`src/rtl/wash_cycle_ctrl.sv`:
```
// Purpose: wash programme sequencer FILL-WASH-DRAIN1-RINSE-DRAIN2-SPIN-DONE with BCD countdown per phase.
// Latency: inputs sampled on a clock edge take effect on the registered outputs that same edge (1 cycle).
// Backpressure: pause freezes prescaler and countdown; abort returns to IDLE; start accepted only in IDLE/DONE.
//
// Ports:
//   clk, rst_n              clock, asynchronous active-low reset
//   start, pause, abort     front-panel levels, sampled every cycle (abort > pause > tick > start)
//   mode[1:0]               programme select, latched on start (01 quick, 10 heavy, else normal)
//   phase[2:0]              0 IDLE .. 7 DONE
//   water_in, drain, motor_on, motor_fast   actuator enables
//   paused, done            status
//   rem_tens, rem_ones      BCD remaining time units in the current phase
module wash_cycle_ctrl #(
  parameter int TICK_DIV     = 100000000,
  parameter int FILL_T       = 2,
  parameter int WASH_T_NORM  = 15,
  parameter int WASH_T_QUICK = 5,
  parameter int WASH_T_HEAVY = 30,
  parameter int DRAIN_T      = 1,
  parameter int RINSE_T      = 8,
  parameter int SPIN_T       = 6
) (
  input  logic       clk,
  input  logic       rst_n,
  input  logic       start,
  input  logic       pause,
  input  logic       abort,
  input  logic [1:0] mode,
  output logic [2:0] phase,
  output logic       water_in,
  output logic       drain,
  output logic       motor_on,
  output logic       motor_fast,
  output logic       paused,
  output logic       done,
  output logic [3:0] rem_tens,
  output logic [3:0] rem_ones
);

  typedef enum logic [2:0] {
    IDLE   = 3'd0,
    FILL   = 3'd1,
    WASH   = 3'd2,
    DRAIN1 = 3'd3,
    RINSE  = 3'd4,
    DRAIN2 = 3'd5,
    SPIN   = 3'd6,
    DONE   = 3'd7
  } phase_t;

  // Binary duration to two BCD digits; 0 is promoted to 1 so every phase lasts at least one unit.
  function automatic logic [7:0] to_bcd(input int d);
    int v;
    v = (d < 1) ? 1 : d;
    if (v > 99) v = 99;
    return {4'(v / 10), 4'(v % 10)};
  endfunction

  // Actuator pattern per phase, packed as {water_in, drain, motor_on, motor_fast}.
  function automatic logic [3:0] phase_act(input phase_t p);
    case (p)
      FILL:    return 4'b1000;
      WASH:    return 4'b0010;
      DRAIN1:  return 4'b0100;
      RINSE:   return 4'b1010;
      DRAIN2:  return 4'b0100;
      SPIN:    return 4'b0111;
      default: return 4'b0000;
    endcase
  endfunction

  localparam int PW = (TICK_DIV > 1) ? $clog2(TICK_DIV) : 1;
  localparam logic [PW-1:0] PRESC_MAX = PW'(TICK_DIV - 1);

  localparam logic [7:0] FILL_BCD  = to_bcd(FILL_T);
  localparam logic [7:0] NORM_BCD  = to_bcd(WASH_T_NORM);
  localparam logic [7:0] QUICK_BCD = to_bcd(WASH_T_QUICK);
  localparam logic [7:0] HEAVY_BCD = to_bcd(WASH_T_HEAVY);
  localparam logic [7:0] DRAIN_BCD = to_bcd(DRAIN_T);
  localparam logic [7:0] RINSE_BCD = to_bcd(RINSE_T);
  localparam logic [7:0] SPIN_BCD  = to_bcd(SPIN_T);

  phase_t        state;
  logic [PW-1:0] presc;
  logic [1:0]    mode_q;

  phase_t     next_ph;
  logic [7:0] next_dur;
  logic [7:0] wash_bcd;
  logic [3:0] cur_act;
  logic       active;
  logic       last_unit;

  assign phase     = state;
  assign active    = (state != IDLE) && (state != DONE);
  assign cur_act   = phase_act(state);
  assign last_unit = (rem_tens == 4'd0) && (rem_ones == 4'd1);

  always_comb begin
    wash_bcd = NORM_BCD;
    case (mode_q)
      2'b01:   wash_bcd = QUICK_BCD;
      2'b10:   wash_bcd = HEAVY_BCD;
      default: wash_bcd = NORM_BCD;
    endcase
  end

  // Successor phase and the duration it loads when the current phase expires.
  always_comb begin
    next_ph  = IDLE;
    next_dur = 8'h00;
    case (state)
      FILL:    begin next_ph = WASH;   next_dur = wash_bcd;  end
      WASH:    begin next_ph = DRAIN1; next_dur = DRAIN_BCD; end
      DRAIN1:  begin next_ph = RINSE;  next_dur = RINSE_BCD; end
      RINSE:   begin next_ph = DRAIN2; next_dur = DRAIN_BCD; end
      DRAIN2:  begin next_ph = SPIN;   next_dur = SPIN_BCD;  end
      SPIN:    begin next_ph = DONE;   next_dur = 8'h00;     end
      default: begin next_ph = IDLE;   next_dur = 8'h00;     end
    endcase
  end

  always_ff @(posedge clk or negedge rst_n) begin
    if (!rst_n) begin
      state      <= IDLE;
      presc      <= '0;
      mode_q     <= 2'b00;
      rem_tens   <= 4'd0;
      rem_ones   <= 4'd0;
      water_in   <= 1'b0;
      drain      <= 1'b0;
      motor_on   <= 1'b0;
      motor_fast <= 1'b0;
      paused     <= 1'b0;
      done       <= 1'b0;
    end else if (abort) begin
      // In IDLE this is a no-op that also suppresses a simultaneous start.
      state      <= IDLE;
      presc      <= '0;
      rem_tens   <= 4'd0;
      rem_ones   <= 4'd0;
      water_in   <= 1'b0;
      drain      <= 1'b0;
      motor_on   <= 1'b0;
      motor_fast <= 1'b0;
      paused     <= 1'b0;
      done       <= 1'b0;
    end else if (active && pause) begin
      // Freeze timing; water and motor are safed, the drain pump keeps running if it was.
      paused     <= 1'b1;
      water_in   <= 1'b0;
      motor_on   <= 1'b0;
      motor_fast <= 1'b0;
      drain      <= cur_act[2];
    end else if (active) begin
      paused <= 1'b0;
      if (presc == PRESC_MAX) begin
        presc <= '0;
        if (last_unit) begin
          state <= next_ph;
          {rem_tens, rem_ones} <= next_dur;
          {water_in, drain, motor_on, motor_fast} <= phase_act(next_ph);
          done <= (next_ph == DONE);
        end else begin
          if (rem_ones == 4'd0) begin
            rem_ones <= 4'd9;
            rem_tens <= rem_tens - 4'd1;
          end else begin
            rem_ones <= rem_ones - 4'd1;
          end
          {water_in, drain, motor_on, motor_fast} <= cur_act;
        end
      end else begin
        presc <= presc + 1'b1;
        // Also restores actuators on the first cycle after a pause is released.
        {water_in, drain, motor_on, motor_fast} <= cur_act;
      end
    end else if (start) begin
      state    <= FILL;
      presc    <= '0;
      mode_q   <= mode;
      {rem_tens, rem_ones} <= FILL_BCD;
      {water_in, drain, motor_on, motor_fast} <= phase_act(FILL);
      paused   <= 1'b0;
      done     <= 1'b0;
    end
  end

endmodule

```
`config.mk`:
```
export PLATFORM = sky130hd
export DESIGN_NAME = wash_cycle_ctrl
export DESIGN_NICKNAME = d
export VERILOG_FILES = /design/src/rtl/wash_cycle_ctrl.sv
export SDC_FILE = /design/constraint.sdc
export NUM_CORES = 1
export LEC_CHECK = 0
export CAP_MARGIN = 10
export CELL_PAD_IN_SITES_DETAIL_PLACEMENT = 1
export CELL_PAD_IN_SITES_GLOBAL_PLACEMENT = 1
export CORE_UTILIZATION = 40
export CTS_CLUSTER_DIAMETER = 60
export DETAILED_ROUTE_END_ITERATION = 10
export PLACE_DENSITY_LB_ADDON = 0.05
export SKIP_CTS_REPAIR_TIMING = 1
export SKIP_LAST_GASP = 1
export SLEW_MARGIN = 20
export SYNTH_ARGS = -nofsm -noshare
export SYNTH_HDL_FRONTEND = slang
export SYNTH_SLANG_ARGS = --single-unit
```
`constraint.sdc`:
```
create_clock -name clk -period 2 [get_ports clk]
set_input_delay 0.4 -clock clk [delete_from_list [all_inputs] [get_ports clk]]
set_output_delay 0.4 -clock clk [all_outputs]
set_load 0.05 [all_outputs]
```
==> parameters.txt <==
Parameter                              Value

STA
  Setup repair after global routing missed its margin ... true
  Max frequency ... just under 500 MHz
  Slew Viols, Final ... 0
  Post-Route Hold Slack ... 53.0 ps
  Ratio of final minimum period to clock period ... 101%
  Worst slew pin tran ... 604 ps
  Final clock skew ... 9.21 ps
  Final Hold Vio Count ... 0
  Final period demand of the worst path ... around 2000 ps
  Worst-case headroom to the max-slew limit ... around 60%
  Final setup fails ... 2
  Worst path setup slack after routing ... -26.5 ps

Worst setup path
  Setup CP Type ... register to register
  Startpoint types ... register
  Crit path max-delay cell type ... or4_4
  Required time of the worst setup path ... approximately 2200 ps
  Data arrival time of the critical path ... 2220 ps
  Cells traversed along the worst timing path ... or4_4, o32ai_4, or2_4, buf_12, nor2_4, mux2_4
  Max Fanout on Critical Path ... 9
  Total buffers and inverters traversed by the critical path ... 1
  CP Capture Type ... register
  Peak per-stage delay on the critical path ... roughly 560 ps
  Crit-path leading delay family ... simple AND/OR/NAND/NOR gates

Yosys
  Average cell area after synthesis ... about 9.1 sq um
  Post-synthesis instance area ... slightly below 0.003 sq mm
  Synth area leader ... dfrtp_1
  Number of warning messages in the yosys log ... 0
  Number of nets in the synthesized netlist ... 331
  Cell count after synthesis ... roughly 320
  Prevailing post-synth register cell ... dfrtp_1
  Yosys top cell area share ... about two fifths
  Most frequent cells after synthesis ... 46 x dfrtp_1, 37 x nor2_1, 19 x xnor2_1, 18 x nand2_1, 17 x nor4_1
  FFs w/ async S/R, synth ... 100%
  Top cells by area in the synthesized netlist ... dfrtp_1 40%, xnor2_1 5.7%, nor2_1 4.8%
  Synthesis-stage register bit count ... 46
  Synth unique cells ... 61
  Seq/Total Area, Yosys ... 39.5%
  Count of flip-flops with a built-in enable after synthesis ... 0
  Most instantiated library cell after synthesis ... dfrtp_1

Global route
  Total grt overflow ... 0
  Total GRT Usage ... 24.8%
  Maximum number of pins on one net before global-route repair ... between 40 and 50
  Wire length of the first global-routing pass ... approximately 15 mm
  Number of global-route vias before repair ... 2797
  Number of antenna violations at the first check in global routing ... 0

Die
  Overall die width ... between 80 and 90 microns
  Die Span Y ... between 80 and 90 microns
  Initial standard-cell utilization of the core ... 42.2%
  Cell row count ... 30
  Die footprint ... around 0.0076 sq mm
  Number of I/O pins ... 24
  Standard cell core area ... 0.00691 sq mm

Clocking
  Clk Tree Root Cell ... clkbuf_8
  Number of clock buffers inserted by TritonCTS ... 5
  Clock tree from TritonCTS ... built
  CTS H-Tree Depth ... 2
  Worst-Skew Late Latency ... a little over 300 ps
  Total clock sinks ... 46
  Number of buffers between clock root and the deepest sink ... 2
  Clock slew at the register clock pins of the worst setup and hold paths ... roughly 100 ps

Drt
  First-pass detailed-route iteration total ... 4
  DRC violation total after the first TritonRoute iteration ... roughly 150
  Final wirelength ... 9.54 mm
  Count of vias placed by the detailed router ... 2875
  Ratio of routed vias to standard cells ... 5.70
  # DRC ... 0
  Routed wirelength normalized by instance count ... between 15 and 20 microns
  Count of nets left with antenna violations after detail routing ... 0

Power
  Internal power component ... roughly 2300 uW
  Register share of total power ... 28.1%
  Logic gate share of total power ... 54.5%
  Switching power ... 1780 uW
  Worst ir drop on vdd ... around 860 uV
  Switching power share of the total ... between 40% and 50%
  Pwr Density ... just over 1000 mW/mm^2
  Proportion of power drawn by the clock network ... 17.5%
  Leakage dissipation ... approximately 0.0018 uW

Status
  Result of the run ... finished with violations
  Violations in the final reports ... negative setup slack

Cells and area
  Multi-input gate area in the final layout ... ~0.0018 sq mm
  Fin nets ... between 400 and 500
  Fill count ... between 800 and 900
  Area growth syn-to-layout ... 40.1%
  Register area ... between 0.001 and 0.0015 sq mm
  Layout cells sized above 1 ... between 30% and 40%
  Final design utilization ... about 59%
  Antenna Diode Count ... 0
  Final Instance Area ... between 0.004 and 0.005 sq mm

Hold path
  Type of the tightest min-delay check ... primary input to asynchronous set/reset pin

Place
  Post-DP HPWL ... between 6 and 7 mm
  Count of buffers inserted at the top-level ports ... 23
  Routability Congestion ... about 0.84
  Dpl cell area ... approximately 0.0036 sq mm

Flow run
  Maximum capacitance violations ... 0
[area by class of cell]
type	count	area share (%)
Multi-Input combinational cell	241	43.0
Timing Repair Buffer	105	22.2
Clock buffer	6	1.78
Tap cell	96	2.94
Sequential cell	46	28.4
Clock inverter	2	0.920
Inverter	8	0.736
[worst reg2reg max path: stages (launching register included)]
cell,delay [ps]
dfrtp_2,470
or4_4,560
o32ai_4,180
or2_4,200
buf_12,130
nor2_4,70
mux2_4,300
[cells in the final DEF (no fill, tap or decap), drive strengths merged, types with 9 or more instances in the layout]
cell | synthesis | routed
buf | 16 | 91
dfrtp | 46 | 46
nor2 | 39 | 39
xnor2 | 19 | 19
nand2 | 18 | 18
nor4 | 17 | 17
o21ai | 15 | 15
nor3 | 13 | 13
nand3 | 12 | 12
nand4 | 11 | 11
a21oi | 10 | 10
clkdlybuf4s50 | 0 | 9
[path summary, 6_finish.rpt]
kind | from | endpoint | slack (ps) | cells past startpoint
worst max-delay path | phase[2]$_DFFE_PN0P_ | rem_ones[0]$_DFFE_PN0P_ | -30 | 6
worst min-delay path | rst_n | water_in$_DFFE_PN0P_ | 50 | 2
worst max register to register | phase[2]$_DFFE_PN0P_ | rem_ones[0]$_DFFE_PN0P_ | -30 | 6
worst min register to register | water_in$_DFFE_PN0P_ | water_in$_DFFE_PN0P_ | 480 | 2
max in group asynchronous | rst_n | rem_ones[0]$_DFFE_PN0P_ | 1700 | 2
min in group clk | water_in$_DFFE_PN0P_ | water_in$_DFFE_PN0P_ | 480 | 2
[registers in the layout, summed over array words and instances (netlist names)]
register and flops:
mode_q 2, motor_fast 1, presc 27, drain 1, done 1, phase 3, rem_tens 4, motor_on 1
water_in 1, paused 1, rem_ones 4
[kinds of logic after synthesis]
logic type | count (synthesis) | synth area share [%]
mux | 7 | 2.71
flops | 46 | 39.5
xor+xnor | 19 | 5.72
simple gates | 144 | 27.6
buf+inv | 34 | 6.27
fa+ha+maj | 3 | 1.29
compound gates | 68 | 16.8
[per-layer routing]
layer  part of all wire [%]  up-vias  track usage [%]
met5                      0        -                0
met2                     48       60             39.1
met3                    3.4       12             3.41
met4                    1.2        0             6.71
li1                       -     1364                -
met1                     48     1439             35.5
[power by group through the flow]
stage / clock network, uW / registers (uW) / logic [uW]
finish: 718 / 1150 / 2240
global route: 776 / 1170 / 2390
CTS: 741 / 1150 / 1960
detailed placement: 0 / 1170 / 1950
global placement: 0 / 1170 / 1920
floorplan: 0 / 1430 / 965
[metrics by stage]
| stage | power, uW | std cells | setup WS (ps) | TNS [ps] |
|---|---|---|---|---|
| final | 4110 | 504 | -26.5 | -30.1 |
| after CTS | 3860 | 489 | -160 | -2110 |
| after global placement | 3080 | 481 | -326 | -11640 |
| after detailed placement | 3120 | 481 | -360 | -12530 |
| after floorplan | 2400 | 321 | -84.9 | -170 |
| after global routing | 4340 | 504 | -77.0 | -1230 |
No activity file was read; power rests on OpenSTA's default activity.
